$ cat config.mk
export PLATFORM = sky130hd
export DESIGN_NAME = instr_fetch_unit
export DESIGN_NICKNAME = d
export VERILOG_FILES = /design/src/rtl/instr_fetch_unit.sv
export SDC_FILE = /design/constraint.sdc
export NUM_CORES = 1
export LEC_CHECK = 0
export CAP_MARGIN = 10
export CORE_UTILIZATION = 28
export CTS_BUF_LIST = sky130_fd_sc_hd__clkbuf_4
export DETAILED_ROUTE_END_ITERATION = 8
export HOLD_SLACK_MARGIN = 0.05
export PLACE_DENSITY = 0.47
export SETUP_SLACK_MARGIN = 0.1
export SLEW_MARGIN = 20
export SYNTH_ARGS = -nofsm -noshare
export SYNTH_HDL_FRONTEND = slang
export SYNTH_SLANG_ARGS = --single-unit
$ cat constraint.sdc
create_clock -name clk -period 8.03 [get_ports clk]
set_input_delay 1.606 -clock clk [delete_from_list [all_inputs] [get_ports clk]]
set_output_delay 1.606 -clock clk [all_outputs]
set_load 0.03 [all_outputs]
$ cat src/rtl/instr_fetch_unit.sv
// instr_fetch_unit: fetch stage that owns the PC, issues reads to a synchronous
// instruction memory (1-cycle latency), and buffers returned words in a small
// FIFO. Downstream stalls therefore never drop an instruction. A redirect
// flushes both the in-flight read and all buffered words.
// Optional feature macro: IFETCH_MISALIGN_TRAP_EN. When it is defined, a
// misaligned redirect raises a sticky fetch_fault and halts issue.
module instr_fetch_unit #(
  parameter int                ADDR_W     = 32,
  parameter int                IMEM_AW    = 10,
  parameter logic [ADDR_W-1:0] RESET_PC   = '0,
  parameter int                FIFO_DEPTH = 4
) (
  input  logic               clk,
  input  logic               rst,
  output logic               imem_en,
  output logic [IMEM_AW-1:0] imem_addr,
  input  logic [31:0]        imem_rdata,
  input  logic               redirect_valid,
  input  logic [ADDR_W-1:0]  redirect_pc,
  output logic               instr_valid,
  input  logic               instr_ready,
  output logic [31:0]        instr,
  output logic [ADDR_W-1:0]  instr_pc,
  output logic               fetch_fault
);

  localparam int                PTR_W      = $clog2(FIFO_DEPTH);
  localparam int                CNT_W      = $clog2(FIFO_DEPTH + 1);
  localparam logic [PTR_W-1:0]  LAST_IDX   = PTR_W'(FIFO_DEPTH - 1);
  localparam logic [CNT_W:0]    DEPTH_C    = (CNT_W + 1)'(FIFO_DEPTH);
  localparam logic [ADDR_W-1:0] ALIGN_MASK = ~(ADDR_W'(3));
  localparam logic [ADDR_W-1:0] PC_STEP    = ADDR_W'(4);

  logic [ADDR_W-1:0] fetch_pc;
  logic              inflight_valid;
  logic [ADDR_W-1:0] inflight_pc;

  logic [31:0]       fifo_instr [FIFO_DEPTH];
  logic [ADDR_W-1:0] fifo_pc    [FIFO_DEPTH];
  logic [PTR_W-1:0]  rd_ptr;
  logic [PTR_W-1:0]  wr_ptr;
  logic [CNT_W-1:0]  count;
  logic [31:0]       last_instr;
  logic [ADDR_W-1:0] last_pc;

  logic              pop;
  logic              issue;
  logic              halted;
  logic [CNT_W:0]    credit_sum;

  // Ring-buffer pointer advance. It also works for depths that are not a power of two.
  function automatic logic [PTR_W-1:0] ptr_inc(input logic [PTR_W-1:0] p);
    return (p == LAST_IDX) ? '0 : p + PTR_W'(1);
  endfunction

  assign instr_valid = (count != '0);
  assign pop         = instr_valid & instr_ready;

  // Credit rule: buffered words plus the word in flight, minus the word leaving
  // this cycle, must leave room. This makes an overflow impossible.
  assign credit_sum = {1'b0, count}
                    + {{CNT_W{1'b0}}, inflight_valid}
                    - {{CNT_W{1'b0}}, pop};

  // Issue decision. A redirect, reset or trap halt suppresses the read strobe.
  always_comb begin
    issue     = 1'b0;
    imem_addr = '0;
    if (!rst) begin
      imem_addr = fetch_pc[IMEM_AW+1:2];
      issue     = !redirect_valid && !halted && (credit_sum < DEPTH_C);
    end
    imem_en = issue;
  end

  // PC and in-flight tag. The issued PC travels with its read so the
  // returning word can be tagged.
  always_ff @(posedge clk) begin
    if (rst) begin
      fetch_pc       <= RESET_PC;
      inflight_valid <= 1'b0;
      inflight_pc    <= '0;
    end else if (redirect_valid) begin
      fetch_pc       <= redirect_pc & ALIGN_MASK;
      inflight_valid <= 1'b0;
    end else begin
      inflight_valid <= issue;
      if (issue) begin
        fetch_pc    <= fetch_pc + PC_STEP;
        inflight_pc <= fetch_pc;
      end
    end
  end

  // FIFO storage. Only returning words that survive a flush are captured.
  always_ff @(posedge clk) begin
    if (!rst && !redirect_valid && inflight_valid) begin
      fifo_instr[wr_ptr] <= imem_rdata;
      fifo_pc[wr_ptr]    <= inflight_pc;
    end
  end

  // FIFO control. This block also keeps the last popped word so the outputs
  // hold steady when the buffer is empty.
  always_ff @(posedge clk) begin
    if (rst) begin
      rd_ptr     <= '0;
      wr_ptr     <= '0;
      count      <= '0;
      last_instr <= '0;
      last_pc    <= '0;
    end else if (redirect_valid) begin
      rd_ptr <= '0;
      wr_ptr <= '0;
      count  <= '0;
    end else begin
      if (inflight_valid) begin
        wr_ptr <= ptr_inc(wr_ptr);
      end
      if (pop) begin
        rd_ptr     <= ptr_inc(rd_ptr);
        last_instr <= fifo_instr[rd_ptr];
        last_pc    <= fifo_pc[rd_ptr];
      end
      count <= count + CNT_W'(inflight_valid) - CNT_W'(pop);
    end
  end

  assign instr    = instr_valid ? fifo_instr[rd_ptr] : last_instr;
  assign instr_pc = instr_valid ? fifo_pc[rd_ptr]    : last_pc;

`ifdef IFETCH_MISALIGN_TRAP_EN
  logic fault_q;

  // Sticky misalignment trap. Only reset clears it, and it stops all further issue.
  always_ff @(posedge clk) begin
    if (rst) begin
      fault_q <= 1'b0;
    end else if (redirect_valid && (redirect_pc[1:0] != 2'b00)) begin
      fault_q <= 1'b1;
    end
  end

  assign fetch_fault = fault_q;
  assign halted      = fault_q;
`else
  assign fetch_fault = 1'b0;
  assign halted      = 1'b0;
`endif

endmodule

==> flow_metrics.tcl <==
set metrics [dict create \
    run_status "finished, violations left" \
    failed_checks "DRC" \
    hold_viol_final 0 \
    relSlewSlack_pct 29.26 \
    start_util_pct 28.51 \
    cap_violations 0 \
    finalSetupTns_ns 0 \
    worstSetupEndpointType "output pin" \
    critPathRequiredTime_ns 6.42 \
    ys_warn_count 0 \
    powerDensity_mw_per_mm2 239.4 \
    grt_util_all_layers_pct 14.14 \
    cts_max_path_buffers 3 \
    yosysSeqAreaShare_pct 66.80 \
    netlist.area_leader.share_pct 49.31 \
    post-route-cell-area_mm2 0.01870 \
    synth_edf_count 248 \
    crit_path_start_kind "input pin" \
    gr-usage-met2_pct 22.44 \
    die_h_um 234.3 \
    vdd_drop_max_mv 0.07728 \
    drc 8 \
    placed_area_mm2 0.01722 \
    p_leak_nw 6.002 \
    fmax_mhz 163.6 \
    clock_skew_ns 0.06226 \
    grt_pass1_wl_mm 58.06 \
    gr-usage-met3_pct 3.964 \
    critPathKind "in2out" \
    rows 84 \
    timing.hold.ws_ns 0.4512 \
    period_share_pct 76.14 \
    drt-initial-drc-count 620 \
    slew_viol_final 0 \
    dp_hpwl_mm 21.17 \
    final.min_clock_period_ns 6.114 \
    cts_buffers 107 \
    ys_ff_latch 380 \
    areaGrowthSynthToFinish_pct 23.80 \
    hp-class "reg2reg" \
    clk_pin_slew_ns 0.06 \
    busiest_layer "met2" \
    yosys.cell_count.top_type "edfxtp_1" \
    tightest_slew_ns 1.061 \
    drt-total-wl_mm 37.82 \
    cts_setup_buffers 0 \
    drive_gt1_share_pct 24.38 \
    grt_pass1_vias 9923 \
    syn_area_mm2 0.01510 \
    insertion_delay_ns 0.82 \
    synth_async_sr_flop_share_pct 0 \
    crit_path_max_fanout 6 \
    vias_per_cell 4.658 \
    fillers 5239 \
    syn_inst 1087 \
    layout.nets 1359 \
    rsz0062_at_grt "false" \
    antenna_found_initial 2 \
    ios 145 \
    yosysTopAreaCell "edfxtp_1" \
    cts_tree "done" \
    die-width_um 234.3 \
    syn_avg_cell_area_um2 13.89 \
    die_area_mm2 0.05487 \
    yosys-top-cells-area "edfxtp_1, dfxtp_1, mux4_2" \
    drt_first_pass_iters 7 \
    clock-root-buffer "clkbuf_4" \
    hold_buffers 0 \
    wire_per_inst_um 18.32 \
    numClockSinks 380 \
    ant_nets 0 \
    post_cts_resized 0 \
    core-area_mm2 0.05297 \
    htree_levels 3 \
    gp_congestion 0.7300 \
    ys_types 51 \
    grt_max_degree 63 \
    crit_arrival_ns 4.51 \
    grt_overflow_total 0 \
    io_buffers 139 \
    synthFlopType "edfxtp_1" \
    netlist_top_cells_count "edfxtp_1, nand2_1, dfxtp_1, a21oi_1" \
    num_vias 9615 \
    grtUsageMet1_pct 18.37 \
    final-setup-viol-count 0 \
]
flip-flops by register name, indices dropped and copies added (netlist names), named ones only:
signal	cells
inflight_pc	30
fetch_pc	30
inflight_valid	1
fifo_instr	128
rd_ptr	2
last_pc	30
wr_ptr	2
count	3
last_instr	32
fifo_pc	120
layout make-up:
type / count / area (um2) / area share [%]
Clock buffer: 170 / 1276 / 6.825
Timing Repair Buffer: 152 / 1486 / 7.950
Multi-Input combinational cell: 625 / 4720 / 25.24
Clock inverter: 33 / 200.2 / 1.071
Tap cell: 688 / 860.8 / 4.604
Antenna cell: 2 / 5.005 / 0.02677
Sequential cell: 380 / 10100 / 54.00
Inverter: 14 / 52.55 / 0.2810
per-stage QoR:
stage | total power (W) | util, % | setup WS (ns) | cells
3_3_place_gp | 0.002667 | 32.50 | 1.878 | 1859
5_1_grt | 0.004705 | 35.30 | 1.691 | 2064
2_1_floorplan | 0.002470 | - | 2.866 | 1089
4_1_cts | 0.004571 | 35.29 | 1.881 | 2062
6_report | 0.004476 | 35.30 | 1.916 | 2064
3_5_place_dp | 0.002670 | 32.50 | 1.901 | 1859
report_power, final:
| part | leakage [nW] | switching [W] | internal (W) |
|---|---|---|---|
| sequential | 3.27 | 0.0000375 | 0.00211 |
| combinational | 1.86 | 0.000271 | 0.000197 |
| clock | 0.879 | 0.000829 | 0.00103 |
| total | 6.00 | 0.00114 | 0.00334 |
layer usage:
| metal | part of all wire [%] | wire length [um] | vias to the layer above |
|---|---|---|---|
| met2 | 48 | 17980 | 242 |
| met3 | 5.1 | 1923 | 72 |
| met5 | 0 | 0 | - |
| met1 | 45 | 17120 | 4766 |
| li1 | - | - | 4535 |
| met4 | 2.1 | 803 | 0 |
final timing paths:
kind,startpoint,endpoint,slack [ns],cells past startpoint
hold / removal,last_pc[7]$_SDFFE_PP0P_,last_pc[7]$_SDFFE_PP0P_,0.45,2
setup / recovery,instr_ready,imem_en,1.92,11
setup reg to reg,count[1]$_SDFF_PP0_,fetch_pc[27]$_SDFFE_PP0P_,4.39,11
hold reg to reg,last_pc[7]$_SDFFE_PP0P_,last_pc[7]$_SDFFE_PP0P_,0.45,2
placed cells by master, fill, tap and decap left out, types with 4 or more instances in the layout:
| cell | netlist | routed |
|---|---|---|
| or4_1 | 4 | 4 |
| nand4_1 | 16 | 16 |
| inv_1 | 14 | 14 |
| edfxtp_1 | 248 | 248 |
| nor2b_1 | 8 | 8 |
| nand3_1 | 14 | 13 |
| clkinv_2 | 0 | 4 |
| clkdlybuf4s50_1 | 0 | 138 |
| mux4_2 | 62 | 62 |
| or3_1 | 16 | 15 |
| buf_4 | 6 | 14 |
| clkinv_1 | 0 | 22 |
| clkbuf_4 | 0 | 170 |
| o211ai_1 | 16 | 16 |
| nor2_1 | 17 | 16 |
| mux2_2 | 62 | 62 |
| mux2i_1 | 4 | 4 |
| a31oi_1 | 20 | 20 |
| nor3_1 | 4 | 4 |
| ha_1 | 10 | 10 |
| and3_4 | 0 | 4 |
| a21oi_1 | 103 | 103 |
| dfxtp_1 | 132 | 130 |
| nand2_1 | 223 | 223 |
logic make-up after synthesis:
kind of cell             after synthesis  synth area share, %
AND/OR/NAND/NOR                      324                9.552
buffers and inverters                 84                2.295
AO/OA/AOI/OAI                        158                6.172
XOR/XNOR                               1              0.05800
other                                  1              0.02483
adder cells (fa/ha/maj)               11               0.9610
multiplexers                         128                14.13
flip-flops                           380                66.80
critical path, cell delays in order:
cell,delay [ns]
clkdlybuf4s50_1,0.60
nand3_1,0.16
o21ai_0,0.12
ha_1,0.20
inv_1,0.06
fa_1,0.37
xor2_1,0.22
a211oi_4,0.31
nand2_2,0.10
inv_1,0.09
clkdlybuf4s50_1,0.68
Power figures use the tool's default switching activity.
